`config.mk`:
```
export PLATFORM = sky130hd
export DESIGN_NAME = dmem_bus_bridge
export DESIGN_NICKNAME = d
export VERILOG_FILES = /design/src/rtl/dmem_bus_bridge.sv
export SDC_FILE = /design/constraint.sdc
export NUM_CORES = 1
export LEC_CHECK = 0
export CORE_MARGIN = 5
export CORE_UTILIZATION = 45
export DETAILED_ROUTE_END_ITERATION = 12
export PLACE_DENSITY = 0.86
export SLEW_MARGIN = 20
export SYNTH_ARGS = -nofsm -noshare
export SYNTH_HDL_FRONTEND = slang
export SYNTH_SLANG_ARGS = --single-unit
```
`constraint.sdc`:
```
create_clock -name clk -period 5.68 [get_ports clk]
set_clock_uncertainty 0.05 [all_clocks]
set_input_delay 0.568 -clock clk [delete_from_list [all_inputs] [get_ports clk]]
set_output_delay 0.568 -clock clk [all_outputs]
set_load 0.1 [all_outputs]
```
`src/rtl/dmem_bus_bridge.sv`:
```
// dmem_bus_bridge
//   Bridges a single-cycle core's data-memory port onto a variable-latency
//   valid/ready memory bus. An aligned load or store becomes a registered bus
//   request followed, for loads, by a response phase. The core is held with
//   `stall` until the access completes. A misaligned access never reaches the
//   bus and raises misalign_err. A load whose response never arrives raises
//   timeout_err after TIMEOUT cycles of waiting.
//
// Ports
//   clk, rst_n          clock; synchronous reset, active HIGH despite the name
//   mem_read/mem_write  core load/store request, held by the core while stalled
//   addr, write_data    core byte address and store data
//   read_data           load data, valid in the DONE cycle
//   stall               core hold (combinational)
//   bus_req_valid/ready request handshake; bus_we/bus_addr/bus_wdata payload
//   bus_rsp_valid/rdata read response
//   misalign_err        one-cycle pulse after a misaligned access
//   timeout_err         one-cycle pulse when a read response times out
module dmem_bus_bridge #(
    parameter int ADDR_W  = 32,
    parameter int DATA_W  = 32,
    parameter int TIMEOUT = 255
) (
    input  logic              clk,
    input  logic              rst_n,
    input  logic              mem_read,
    input  logic              mem_write,
    input  logic [ADDR_W-1:0] addr,
    input  logic [DATA_W-1:0] write_data,
    output logic [DATA_W-1:0] read_data,
    output logic              stall,
    output logic              bus_req_valid,
    input  logic              bus_req_ready,
    output logic              bus_we,
    output logic [ADDR_W-1:0] bus_addr,
    output logic [DATA_W-1:0] bus_wdata,
    input  logic              bus_rsp_valid,
    input  logic [DATA_W-1:0] bus_rdata,
    output logic              misalign_err,
    output logic              timeout_err
);

    localparam int CNT_W = (TIMEOUT < 2) ? 1 : $clog2(TIMEOUT + 1);

    typedef enum logic [1:0] {
        IDLE,
        REQ,
        RESP,
        DONE
    } state_t;

    state_t           state, state_nxt;
    logic [CNT_W-1:0] cnt;
    logic [CNT_W-1:0] cnt_inc;
    logic             access;
    logic             aligned;
    logic             expired;

    assign access  = mem_read | mem_write;
    assign aligned = (addr[1:0] == 2'b00);
    assign cnt_inc = cnt + CNT_W'(1);
    // Last permitted wait cycle: this RESP cycle without a response is the TIMEOUT-th.
    assign expired = (cnt_inc == CNT_W'(TIMEOUT));

    always_ff @(posedge clk) begin
        if (rst_n) state <= IDLE;
        else       state <= state_nxt;
    end

    always_comb begin
        state_nxt = state;
        stall     = 1'b0;
        case (state)
            IDLE: begin
                if (access && aligned) begin
                    state_nxt = REQ;
                    stall     = 1'b1;
                end
            end
            REQ: begin
                stall = 1'b1;
                if (bus_req_ready) state_nxt = bus_we ? DONE : RESP;
            end
            RESP: begin
                stall = 1'b1;
                if (bus_rsp_valid || expired) state_nxt = DONE;
            end
            DONE: state_nxt = IDLE;
            default: state_nxt = IDLE;
        endcase
        // The core must be free to run while the bridge is being reset.
        if (rst_n) stall = 1'b0;
    end

    always_ff @(posedge clk) begin
        if (rst_n) begin
            bus_req_valid <= 1'b0;
            bus_we        <= 1'b0;
            bus_addr      <= '0;
            bus_wdata     <= '0;
            read_data     <= '0;
            misalign_err  <= 1'b0;
            timeout_err   <= 1'b0;
            cnt           <= '0;
        end else begin
            misalign_err <= 1'b0;
            timeout_err  <= 1'b0;
            case (state)
                IDLE: begin
                    if (access) begin
                        if (aligned) begin
                            // Load+store together resolves to a store.
                            bus_addr      <= addr;
                            bus_wdata     <= write_data;
                            bus_we        <= mem_write;
                            bus_req_valid <= 1'b1;
                        end else begin
                            misalign_err <= 1'b1;
                            read_data    <= '0;
                        end
                    end
                end
                REQ: begin
                    if (bus_req_ready) begin
                        bus_req_valid <= 1'b0;
                        cnt           <= '0;
                    end
                end
                RESP: begin
                    if (bus_rsp_valid) begin
                        read_data <= bus_rdata;
                    end else begin
                        cnt <= cnt_inc;
                        if (expired) begin
                            read_data   <= '0;
                            timeout_err <= 1'b1;
                        end
                    end
                end
                default: ;
            endcase
        end
    end

endmodule
```
### Word level (Yosys, flattened, before mapping)

Index checks and enable logic that the tools add are counted.
Widths: inputs -> output; s select.

| storage, ports and cells | value |
|---|---|
| memory bits (writable) | 0 |
| register bits | 110 |
| bits in latches | 0 |
| logic and storage cells | 63 |
| memories kept | 0 |
| memory bits (read-only) | 0 |
| output and inout port bits | 101 |

| operators by class | value |
|---|---|
| add/subtract/negate cells | 1 |
| reductions and logical operators | 15 |
| mux-type cells | 22 |
| multipliers | 0 |
| magnitude comparators | 0 |
| div/mod/pow operators | 0 |
| shifts and indexed selects | 0 |
| eq/ne operators | 12 |
| bitwise logic cells | 4 |

Operator list:

| cell | count |
|---|---|
| $mux 32 | 4 |
| $pmux 32 s2 | 1 |
| $mux 8 | 2 |
| $pmux 8 s2 | 1 |
| $ne 2x2->1 const B | 7 |
| $reduce_and 3->1 | 3 |
| $add 8x1->8 const B | 1 |
| $eq 8x8->1 const B | 1 |
| $mux 1 | 8 |
| $pmux 2 s4 | 1 |
| $reduce_and 4->1 | 2 |
| $mux 2 | 3 |
| $reduce_bool 2->1 | 3 |
| $reduce_or 3->1 | 2 |
| $eq 2x2->1 const B | 2 |
| $logic_not 2->1 | 2 |
| $pmux 1 s2 | 2 |
| $ne 3x3->1 const B | 1 |
| $not 1->1 | 3 |
| $eq 2x1->1 const B | 1 |
| $reduce_or 2->1 | 1 |
| $logic_and 1x1->1 | 1 |
| $logic_or 1x1->1 | 1 |
| $or 1x1->1 | 1 |

### Longest topological paths before layout

| logic depth | value |
|---|---|
| word-level depth | 5 |
| depth in mapped cells | 9 |
| depth with buffers taken out | 7 |

### Worst setup path after synthesis

No wires, ideal clock.

| timing | value |
|---|---|
| path type | reg-to-output |
| from | reg state[0] |
| to | out stall |
| stages on the path, launching flop included | 9 |
| buffers on the path | 3 |
| data arrival time | 3.806 ns |
| path slack | 1.256 ns |
| cells stage by stage | dfxtp_1 > inv_1 > ha_1 > clkbuf_1 > nand2_1 > or2_2 > clkbuf_1 > clkbuf_1 > a211oi_1 |

| between the ends | value |
|---|---|
| word-level cells in the longest chain between the ends | 4 |

Ends and longest elaborated chain:

| what | RTL line | RTL |
|---|---|---|
| from (decl) | 52 | `state_t state, state_nxt;` |
| from (signal assigned) | 67 | `else state <= state_nxt;` |
| $eq 2x2->1 / $eq 2x1->1 (equally long branches) | 73 | `case (state)` |
| $reduce_or 2->1 (no source line) | -- |  |
| $pmux 1 s2 * | 73 |  |
| $mux 1 * | 92 | `if (rst_n) stall = 1'b0;` |
| to (decl) | 31 | `output logic stall,` |

Mark *: on every way between the ends. The rest lies on a longest branch, timed or not.

### Worst setup path after layout

Ends and elaborated chain as after synthesis.

==> results.md <==
- Outcome: finished, final reports clean
- RR Startpoint: state[0]$_SDFFE_PP0P_
- Sequential-to-total area share from yosys stat: between 40% and 50%
- Syn_nets: roughly 650
- Pwr Total: 2.178 mW
- Cells after DPL: 841
- GRT Total Usage: between 20% and 30%
- GP Congestion: roughly 0.8
- Worst Hold Class: reg -> reg
- Final Hold Fails: 0
- Fraction of power consumed by sequential logic: roughly two fifths
- Setup TNS: 0 ns
- Yosys reg bits: 110
- Worst Setup Start Kind: register
- NetSw: ~0.95 mW
- CP required: ~5.1 ns
- Reg clk slew, reported paths: roughly 0.11 ns
- Wire per inst: 16.35 um
- Crit path kind: reg -> out
- Crit end category: output pin
- Initial drt markers: about 340
- Final setup violation count: 0
- Worst skew pair latency: ~0.35 ns
- Pleak: 2.206 nW
- Switching Share: 43.80%
- Top_reg_cell synth: dfxtp_1
- CORE AREA: 9729 um^2
- Worst-Margin Slew: 1.143 ns
- Setup bufs post-CTS: 0
- Slew headroom: between 20% and 30%
- Number of synthesized flops with an enable pin: 0
- Yosys cell types: 40
- CTS tree: built
- Post-route insts no fill: about 860
- Max-Cap Viols: 0
- Final period util: 66.41%
- Post-DP Area: around 6600 um^2
- Max stage delay on crit path: approximately 1.2 ns
- DRC violations left: 0
- Die footprint: ~12000 um^2
- Num rows: 36
- Cell family with most CP delay: buffers and inverters
- Min cycle time layout: 3.772 ns
- Post-Syn Instances: roughly 550
- Cell Area, Synth: between 4000 and 5000 um^2
- Worst hold stages: 2
- FFs w/ async S/R, synth: 0%
- Total gr overflow: 0
- Number of global-route vias before repair: roughly 4500
- 1st-pass router iterations: 5
- Antenna-violating nets left: 0
- FF-to-FF path depth: 6
- Max VDD drop: around 0.24 mV
- TritonCTS Sinks: 110
- Die W: 109.8 um
- Pwr Density: 323.4 nW/um^2
- Share of cells above drive strength 1: roughly 4.6%
- Largest net degree at the start of global routing: 110
- Hold path endpoint: bus_wdata[21]$_SDFFE_PP0P_
- Fmax: between 200 and 300 MHz
- Nets: between 800 and 900
- R2R setup slack: 2.96 ns
- Slowest cell on crit path: clkdlybuf4s50_1
- Reg2reg end: read_data[0]$_SDFFE_PP0P_
- Worst hold path startpoint: bus_wdata[21]$_SDFFE_PP0P_
- CTS Hold Bufs: 0
- Crit-path cells: inv_1 -> ha_1 -> nand2_1 -> or2_2 -> a211oi_1 -> clkdlybuf4s50_1
- Clock share of power: 19.7%
- Ys Warns: 0
- Synth Area per Inst: a little over 8 um^2
- First-pass GRT wire length: around 22 mm
- Vias: approximately 4600
- Syn-to-layout area delta: 50.25%
- Combinational group share of total power: between 40% and 50%
- IO Count: approximately 200
- Port bufs: 202
- Initial Util: between 40% and 50%
- Levels on crit path: 6
- Deepest clock path buffer count: 2
- Unrepaired setup endpoints after global routing: false
- Hpwl dp: a little over 10 mm
- Final Instance Area: between 6000 and 7000 um^2
- Final WL: between 10 and 15 mm
- Antenna violations before repair: 0
- Number of diodes: 0
- Int Power: around 1.2 mW
- Data arrival, critical path: around 3.2 ns
- Post-CTS sizing: 0
- CTS buffer count: 9
- H-tree depth: 3
- Vias per cell: 5.421
- Max-slew violations: 0
- Die span in y: around 110 um
- CTS Root Cell: clkbuf_8
- Bufs and invs on worst path: 2
- CP max FO: 7
flip-flops by register name, summed over array words and instances (netlist names):
name and count:
bus_wdata 32, state 2, timeout_err 1, read_data 32
bus_we 1, misalign_err 1, cnt 8, bus_req_valid 1
bus_addr 32
routing by layer:
layer / vias to the layer above / routed length [um] / GRT usage, %
met5: - / 0 / 0
met4: 0 / 325 / 7.302
met3: 24 / 1169 / 6.400
met2: 178 / 6816 / 38.52
met1: 2177 / 5701 / 26.94
li1: 2267 / - / -
worst reg2reg max path, delay by kind of cell (launching register included):
| kind | cells | cell delay, ns |
|---|---|---|
| mux | 1 | 0.94 |
| simple gates | 1 | 0.36 |
| flops | 1 | 0.35 |
| buf+inv | 1 | 0.12 |
| fa+ha+maj | 1 | 0.37 |
| compound gates | 2 | 0.39 |
layout make-up:
class	count	area, um^2
Fill cell	791	2995
Timing Repair Buffer	207	2057
Clock inverter	6	46.29
Inverter	7	26.28
Clock buffer	10	127.6
Tap cell	133	166.4
Multi-Input combinational cell	384	2108
Sequential cell	110	2202
Yosys cell counts (all sizes together) (2+ instances only):
| cell type | number | share of area (%) |
|---|---|---|
| a211oi | 4 | 0.89 |
| a21oi | 105 | 12 |
| a22oi | 32 | 5.4 |
| a311oi | 3 | 0.59 |
| and3 | 2 | 0.28 |
| buf | 7 | 0.98 |
| clkbuf | 37 | 3.1 |
| dfxtp | 110 | 49 |
| ha | 6 | 1.7 |
| inv | 7 | 0.59 |
| nand2 | 134 | 11 |
| nand2b | 5 | 0.70 |
| nand3 | 6 | 0.67 |
| nor2 | 18 | 1.5 |
| nor2b | 4 | 0.56 |
| nor3 | 2 | 0.33 |
| nor3b | 3 | 0.50 |
| nor4 | 2 | 0.42 |
| nor4b | 3 | 0.59 |
| o211ai | 34 | 5.7 |
| o21ai | 5 | 0.56 |
| o31ai | 4 | 0.67 |
placed cells by master (no fill, tap or decap), drive strengths merged, types with 8 or more instances in the layout:
cell type,n
clkdlybuf4s50,201
nand2,134
dfxtp,110
a21oi,105
o211ai,34
a22oi,32
nor2,18
clkbuf,10
inv,8
worst max-delay path by stage:
stage / end / slack, ns / startpoint
6_report: stall / 1.91 / state[0]$_SDFFE_PP0P_
5_1_grt: stall / 1.72 / state[1]$_SDFFE_PP0P_
2_1_floorplan: stall / 1.26 / state[0]$_SDFFE_PP0P_
3_3_place_gp: stall / 2.01 / addr[0]
4_1_cts: stall / 1.88 / state[0]$_SDFFE_PP0P_
3_5_place_dp: stall / 1.93 / addr[0]
power by group through the flow:
stage          combinational [mW]  clock, mW  sequential [mW]
3_5_place_dp                0.882          0            0.882
2_1_floorplan               0.267          0             1.23
5_1_grt                     0.930      0.479            0.872
6_report                    0.883      0.430            0.865
3_3_place_gp                0.867          0            0.877
4_1_cts                     0.885      0.440            0.865
kinds of logic after synthesis:
kind of cell             synth area share, %
AO/OA/AOI/OAI                          26.61
AND/OR/NAND/NOR                        17.70
flip-flops                             49.13
buffers and inverters                  4.662
adder cells (fa/ha/maj)                1.675
multiplexers                          0.2233
stage by stage:
step,worst slack (ns),hold WS [ns],util [%]
floorplan,1.256,0.4210,-
global placement,2.006,0.3901,67.36
detailed placement,1.926,0.3972,67.41
CTS,1.876,0.4120,69.20
global route,1.721,0.4283,69.21
finish,1.908,0.4105,69.21
(Power assumes the default switching activity.)
